File: src/rtl/instr_pkg.sv
// Shared RV32I encoding definitions: format codes, opcodes, the canonical NOP
// and the legal immediate ranges for each immediate-carrying format.
package instr_pkg;

    typedef enum logic [2:0] {
        FMT_R = 3'd0,
        FMT_I = 3'd1,
        FMT_S = 3'd2,
        FMT_B = 3'd3,
        FMT_U = 3'd4,
        FMT_J = 3'd5
    } instr_fmt_e;

    localparam logic [6:0] OP_IMM    = 7'b0010011;
    localparam logic [6:0] OP_LOAD   = 7'b0000011;
    localparam logic [6:0] OP_STORE  = 7'b0100011;
    localparam logic [6:0] OP_BRANCH = 7'b1100011;
    localparam logic [6:0] OP_JAL    = 7'b1101111;
    localparam logic [6:0] OP_JALR   = 7'b1100111;
    localparam logic [6:0] OP_LUI    = 7'b0110111;
    localparam logic [6:0] OP_AUIPC  = 7'b0010111;
    localparam logic [6:0] OP_SYSTEM = 7'b1110011;

    localparam logic [31:0] NOP_INSTR = 32'h0000_0013;

    localparam logic signed [31:0] IMM12_MIN = -32'sd2048;
    localparam logic signed [31:0] IMM12_MAX = 32'sd2047;
    localparam logic signed [31:0] IMM_B_MIN = -32'sd4096;
    localparam logic signed [31:0] IMM_B_MAX = 32'sd4094;
    localparam logic signed [31:0] IMM_J_MIN = -32'sd1048576;
    localparam logic signed [31:0] IMM_J_MAX = 32'sd1048574;

endpackage

File: src/rtl/instr_pack.sv
// Combinational RV32I field packer: scatters the immediate per format and
// flags out-of-range, misaligned or illegal-format requests.
module instr_pack
    import instr_pkg::*;
(
    input  logic [2:0]  i_fmt,
    input  logic [6:0]  i_opcode,
    input  logic [4:0]  i_rd,
    input  logic [4:0]  i_rs1,
    input  logic [4:0]  i_rs2,
    input  logic [2:0]  i_funct3,
    input  logic [6:0]  i_funct7,
    input  logic [31:0] i_imm,
    output logic [31:0] o_instr,
    output logic        o_err
);

    logic signed [31:0] w_imm;

    assign w_imm = i_imm;

    // Range errors still produce a word built from the truncated immediate bits.
    always_comb begin
        o_instr = NOP_INSTR;
        o_err   = 1'b1;
        case (i_fmt)
            FMT_R: begin
                o_instr = {i_funct7, i_rs2, i_rs1, i_funct3, i_rd, i_opcode};
                o_err   = 1'b0;
            end
            FMT_I: begin
                o_instr = {w_imm[11:0], i_rs1, i_funct3, i_rd, i_opcode};
                o_err   = (w_imm < IMM12_MIN) || (w_imm > IMM12_MAX);
            end
            FMT_S: begin
                o_instr = {w_imm[11:5], i_rs2, i_rs1, i_funct3, w_imm[4:0], i_opcode};
                o_err   = (w_imm < IMM12_MIN) || (w_imm > IMM12_MAX);
            end
            FMT_B: begin
                o_instr = {w_imm[12], w_imm[10:5], i_rs2, i_rs1, i_funct3,
                           w_imm[4:1], w_imm[11], i_opcode};
                o_err   = (w_imm < IMM_B_MIN) || (w_imm > IMM_B_MAX) || w_imm[0];
            end
            FMT_U: begin
                o_instr = {w_imm[31:12], i_rd, i_opcode};
                o_err   = (w_imm[11:0] != 12'd0);
            end
            FMT_J: begin
                o_instr = {w_imm[20], w_imm[10:1], w_imm[11], w_imm[19:12], i_rd, i_opcode};
                o_err   = (w_imm < IMM_J_MIN) || (w_imm > IMM_J_MAX) || w_imm[0];
            end
            default: ;
        endcase
    end

endmodule

File: src/rtl/instruction_encoder.sv
// Streaming instruction encoder: one output register stage with valid/ready
// handshake, sequential word address and a sticky error flag.
module instruction_encoder
    import instr_pkg::*;
#(
    parameter int ADDR_WIDTH = 10,
    parameter int BASE_ADDR  = 0
) (
    input  logic                  clk,
    input  logic                  rst,
    input  logic                  in_valid,
    output logic                  in_ready,
    input  logic [2:0]            in_fmt,
    input  logic [6:0]            in_opcode,
    input  logic [4:0]            in_rd,
    input  logic [4:0]            in_rs1,
    input  logic [4:0]            in_rs2,
    input  logic [2:0]            in_funct3,
    input  logic [6:0]            in_funct7,
    input  logic [31:0]           in_imm,
    output logic                  out_valid,
    input  logic                  out_ready,
    output logic [31:0]           out_instr,
    output logic [ADDR_WIDTH-1:0] out_addr,
    output logic                  out_err,
    output logic                  err_seen
);

    localparam logic [ADDR_WIDTH-1:0] BASE = ADDR_WIDTH'(BASE_ADDR);

    logic                  r_valid;
    logic [31:0]           r_instr;
    logic                  r_err;
    logic                  r_err_seen;
    logic [ADDR_WIDTH-1:0] r_addr;

    logic [31:0] w_instr;
    logic        w_err;
    logic        w_in_xfer;
    logic        w_out_xfer;

    instr_pack u_pack (
        .i_fmt    (in_fmt),
        .i_opcode (in_opcode),
        .i_rd     (in_rd),
        .i_rs1    (in_rs1),
        .i_rs2    (in_rs2),
        .i_funct3 (in_funct3),
        .i_funct7 (in_funct7),
        .i_imm    (in_imm),
        .o_instr  (w_instr),
        .o_err    (w_err)
    );

    assign in_ready   = !r_valid || out_ready;
    assign w_in_xfer  = in_valid && in_ready;
    assign w_out_xfer = r_valid && out_ready;

    // Output stage: a draining word advances the address before a new word lands.
    always_ff @(posedge clk) begin
        if (rst) begin
            r_valid    <= 1'b0;
            r_instr    <= 32'd0;
            r_err      <= 1'b0;
            r_err_seen <= 1'b0;
            r_addr     <= BASE;
        end else begin
            if (w_out_xfer) begin
                r_addr <= r_addr + ADDR_WIDTH'(1);
                if (r_err)
                    r_err_seen <= 1'b1;
            end
            if (w_in_xfer) begin
                r_valid <= 1'b1;
                r_instr <= w_instr;
                r_err   <= w_err;
            end else if (w_out_xfer) begin
                r_valid <= 1'b0;
            end
        end
    end

    assign out_valid = r_valid;
    assign out_instr = r_instr;
    assign out_err   = r_err;
    assign out_addr  = r_addr;
    assign err_seen  = r_err_seen;

endmodule

File: config.mk
export PLATFORM = sky130hd
export DESIGN_NAME = instruction_encoder
export DESIGN_NICKNAME = d
export VERILOG_FILES = /design/src/rtl/instr_pkg.sv /design/src/rtl/instr_pack.sv /design/src/rtl/instruction_encoder.sv
export SDC_FILE = /design/constraint.sdc
export NUM_CORES = 1
export LEC_CHECK = 0
export ABC_AREA = 0
export BUFFER_PORTS_ARGS = -buffer_cell sky130_fd_sc_hd__buf_2
export CORE_UTILIZATION = 40
export DETAILED_ROUTE_END_ITERATION = 10
export PLACE_DENSITY = 0.71
export SYNTH_ARGS = -nofsm -noshare
export SYNTH_HDL_FRONTEND = slang
export SYNTH_SLANG_ARGS = --single-unit
File: constraint.sdc
create_clock -name clk -period 1.4 [get_ports clk]
set_input_delay 0.07 -clock clk [delete_from_list [all_inputs] [get_ports clk]]
set_output_delay 0.07 -clock clk [all_outputs]
set_load 0.01 [all_outputs]
==> out/metrics.csv <==
stage,metric,value,unit
detailed_routing,viasPerCell,5.39,
cells_and_area,final_cell_mix,"116 x buf_2, 51 x nor2_1, 45 x dfxtp_1",
die,boundaryPins,117,
detailed_routing,drt_first_pass_iters,4,
min_path,holdCritPathClass,in2reg,
power_and_ir_drop,power_frac_comb,19.9,%
cts,cts_tree,yes,
setup_path,r2r_end,out_instr[0]$_SDFFE_PP0P_,
yosys,ys_ff_latch,45,
placed_design,gp_congestion,0.904,
placed_design,place_area,3030,um2
power_and_ir_drop,ir_drop,0.537,mV
cts,cts.clk_slew.worst_paths,0.09,ns
setup_path,cp-start-kind,flop,
detailed_routing,vias,2584,
cells_and_area,final_nets,478,
detailed_routing,wl_per_cell,14.4,um
yosys,synth-edff-count,0,
cells_and_area,fillers,534,
power_and_ir_drop,p_leak,1.49,nW
cells_and_area,diodes,0,
cells_and_area,stdcell_area,3180,um2
power_and_ir_drop,power.switching,0.000846,W
sta,slew_headroom,73.6,%
sta,post-route-min-period,1.26,ns
detailed_routing,postRouteAntennaNets,0,
cells_and_area,drive_above_1_share,37.3,%
placed_design,hpwl,5460,um
cells_and_area,syn2layout_area_growth,38.1,%
yosys,syn_area,2300,um2
die,rows,27,
setup_path,cp_max_fo,4,
setup_path,cp_top_family,simple AND/OR/NAND/NOR gates,
sta,tightestPinTransition,0.396,ns
yosys,synth_flop_cell,dfxtp_1,
cts,clk_path_buf_depth,2,
yosys,ys_types,40,
min_path,hp-start,in_opcode[6],
yosys,syn-mean-instance-area,8.10,um2
cts,numCtsBuffers,5,
cts,clock_latency,0.30,ns
die,die_y,77.8,um
die,start_util,41.5,%
power_and_ir_drop,p_int,0.00237,W
sta,rsz0062_at_grt,no,
setup_path,r2r.worst_path.cells,6,
yosys,syn-num-nets,356,
setup_path,cp_num_cells,6,
power_and_ir_drop,power-per-cell-area,1010,nW/um2
grt,track_usage,23.7,%
setup_path,crit_path_end_kind,flop,
cts,ctsRootBufferMaster,clkbuf_8,
grt,grt_pass1_vias,2345,
sta,finalSetupViolCount,0,
cells_and_area,final_common_cell,buf_2,
power_and_ir_drop,sw_frac_of_total,26.3,%
cells_and_area,fin_util,57.3,%
power_and_ir_drop,p_seq_share,43.4,%
yosys,async_flop_share,0,%
outcome,status,finished clean,
setup_path,path_cells,"nand2b_1, and2_2, o21ai_1, buf_4, nor2_1, nor3_1",
setup_path,slowest_stage,dfxtp_1,
grt,overflow,0,
detailed_routing,first_iter_violations,147,
power_and_ir_drop,clockPowerShare,36.7,%
setup_path,r2r-start,out_valid$_SDFFE_PP0P_,
setup_path,cp_data_required_time,1.62,ns
sta,slew_viol_final,0,
setup_path,timing.critical_path.buf_inv,1,
cts,cts_sinks,45,
min_path,hold_depth,3,
grt,grt_max_degree,29,
setup_path,critPathKind,reg2reg,
detailed_routing,routed_wirelength,6880,um
sta,finalClockSkew,0.00388,ns
detailed_routing,remaining_drc_errors,0,
setup_path,r2r_slack,0.14,ns
setup_path,worstPathArrival,1.48,ns
job,cap_viol_max_count,0,
sta,maxClockFrequency,0.792,GHz
placed_design,dp_cells,471,
yosys,ys_seq_area_share,39.2,%
cells_and_area,final_cells,479,
die,coreArea,5540,um2
sta,hold_violations,0,
min_path,whs_endpoint,out_instr[6]$_SDFFE_PP0P_,
die,die_w,77.8,um
die,floorplan.die_area,6060,um2
yosys,syn_inst,284,
setup_path,max_stage_delay,0.34,ns
grt,grt_pass1_wl,11300,um
placed_design,io_buffers,116,
sta,post-route-period-util,90.2,%
grt,antenna_found_initial,0,
yosys,ys.warnings.count,0,
cts,cts_hold_buf,0,
cts,htreeDepth,2,
[worst max-delay path by stage]
| stage | slack, ns | endpoint | startpoint |
|---|---|---|---|
| 2_1_floorplan | 0.05 | out_err$_SDFFE_PP0P_ | out_valid$_SDFFE_PP0P_ |
| 6_report | 0.14 | out_instr[0]$_SDFFE_PP0P_ | out_valid$_SDFFE_PP0P_ |
| 3_3_place_gp | 0.006 | out_err$_SDFFE_PP0P_ | in_imm[19] |
| 4_1_cts | 0.02 | out_instr[6]$_SDFFE_PP0P_ | out_valid$_SDFFE_PP0P_ |
| 5_1_grt | 0.01 | out_instr[0]$_SDFFE_PP0P_ | out_valid$_SDFFE_PP0P_ |
| 3_5_place_dp | -0.05 | out_err$_SDFFE_PP0P_ | in_imm[19] |
[cell usage after synthesis, types with 6 or more instances]
| cell | n | area share, % |
|---|---|---|
| a221oi_1 | 19 | 7.2 |
| mux2i_1 | 8 | 3.5 |
| o21ai_0 | 14 | 3.0 |
| buf_2 | 11 | 2.4 |
| a22oi_1 | 13 | 4.2 |
| a21oi_1 | 7 | 1.5 |
| nor2_1 | 51 | 8.3 |
| clkbuf_1 | 8 | 1.3 |
| xor2_1 | 7 | 2.7 |
| dfxtp_1 | 45 | 39 |
| nor2b_1 | 6 | 1.6 |
| nand4_1 | 8 | 2.2 |
| nor3_1 | 26 | 5.7 |
| nor4_1 | 6 | 1.6 |
| nand2_1 | 15 | 2.4 |
[kinds of logic (layout without fill, tap and decap cells)]
group                      Yosys count  count (layout)  share of synthesized area (%)
AOI/OAI and AO/OA                   62              62                           19.3
xor gates and xnor gates            10              10                           3.81
adders and majority gates            1               1                          0.544
and+or+nand+nor                    129             129                           26.8
buffers and inverters               27             150                           5.49
DFF                                 45              45                           39.2
muxes                               10              10                           4.95
[sequential cells by signal (all words and copies together), names as in the netlist]
register / cells
out_err: 1
out_instr: 32
out_addr: 10
err_seen: 1
out_valid: 1
[cell type report]
type / instances / area (um2) / share of cell area, %
well taps: 72 / 90.1 / 2.84
flip-flops and latches: 45 / 901 / 28.4
inverters: 5 / 18.8 / 0.591
clock inverters: 3 / 68.8 / 2.17
clock buffers: 5 / 68.8 / 2.17
repair buffers: 137 / 751 / 23.6
multi-input cells: 212 / 1280 / 40.3
[worst register-to-register path: cells and delay by family (launching register included)]
kind            cells  cell delay, ns
compound gates      1            0.14
flops               1            0.34
buf+inv             1            0.17
simple gates        4            0.54
[per-layer routing]
layer / track usage [%] / part of all wire, % / vias to the layer above
met5: 0 / 0 / -
met4: 6.98 / 1.7 / 0
met3: 4.47 / 7.5 / 10
met2: 36.2 / 45 / 110
met1: 33.5 / 46 / 1175
li1: - / - / 1289
[timing repair]
action | CTS | global route
gates resized for setup | 0 | 2
buffers inserted | 0 | 0
setup endpoints to repair | 0 | 10
[power by group through the flow]
stage / sequential, W / combinational, W / clock (W)
4_1_cts: 0.00140 / 0.000637 / 0.00120
5_1_grt: 0.00140 / 0.000702 / 0.00125
3_3_place_gp: 0.00142 / 0.000626 / 0
3_5_place_dp: 0.00142 / 0.000636 / 0
2_1_floorplan: 0.00146 / 0.000295 / 0
6_report: 0.00139 / 0.000639 / 0.00118
[metrics by stage]
| stage | setup TNS (ns) | setup slack, ns | hold slack [ns] | total power (W) |
|---|---|---|---|---|
| after floorplan | 0 | 0.0506 | 0.199 | 0.00175 |
| after global placement | 0 | 0.00613 | 0.309 | 0.00205 |
| after detailed placement | -0.0461 | -0.0461 | 0.326 | 0.00206 |
| after CTS | 0 | 0.0212 | 0.0113 | 0.00323 |
| after global routing | 0 | 0.0126 | 0.0188 | 0.00336 |
| final | 0 | 0.137 | 0.0145 | 0.00321 |
Note: power is estimated with default switching activity, not from simulation.
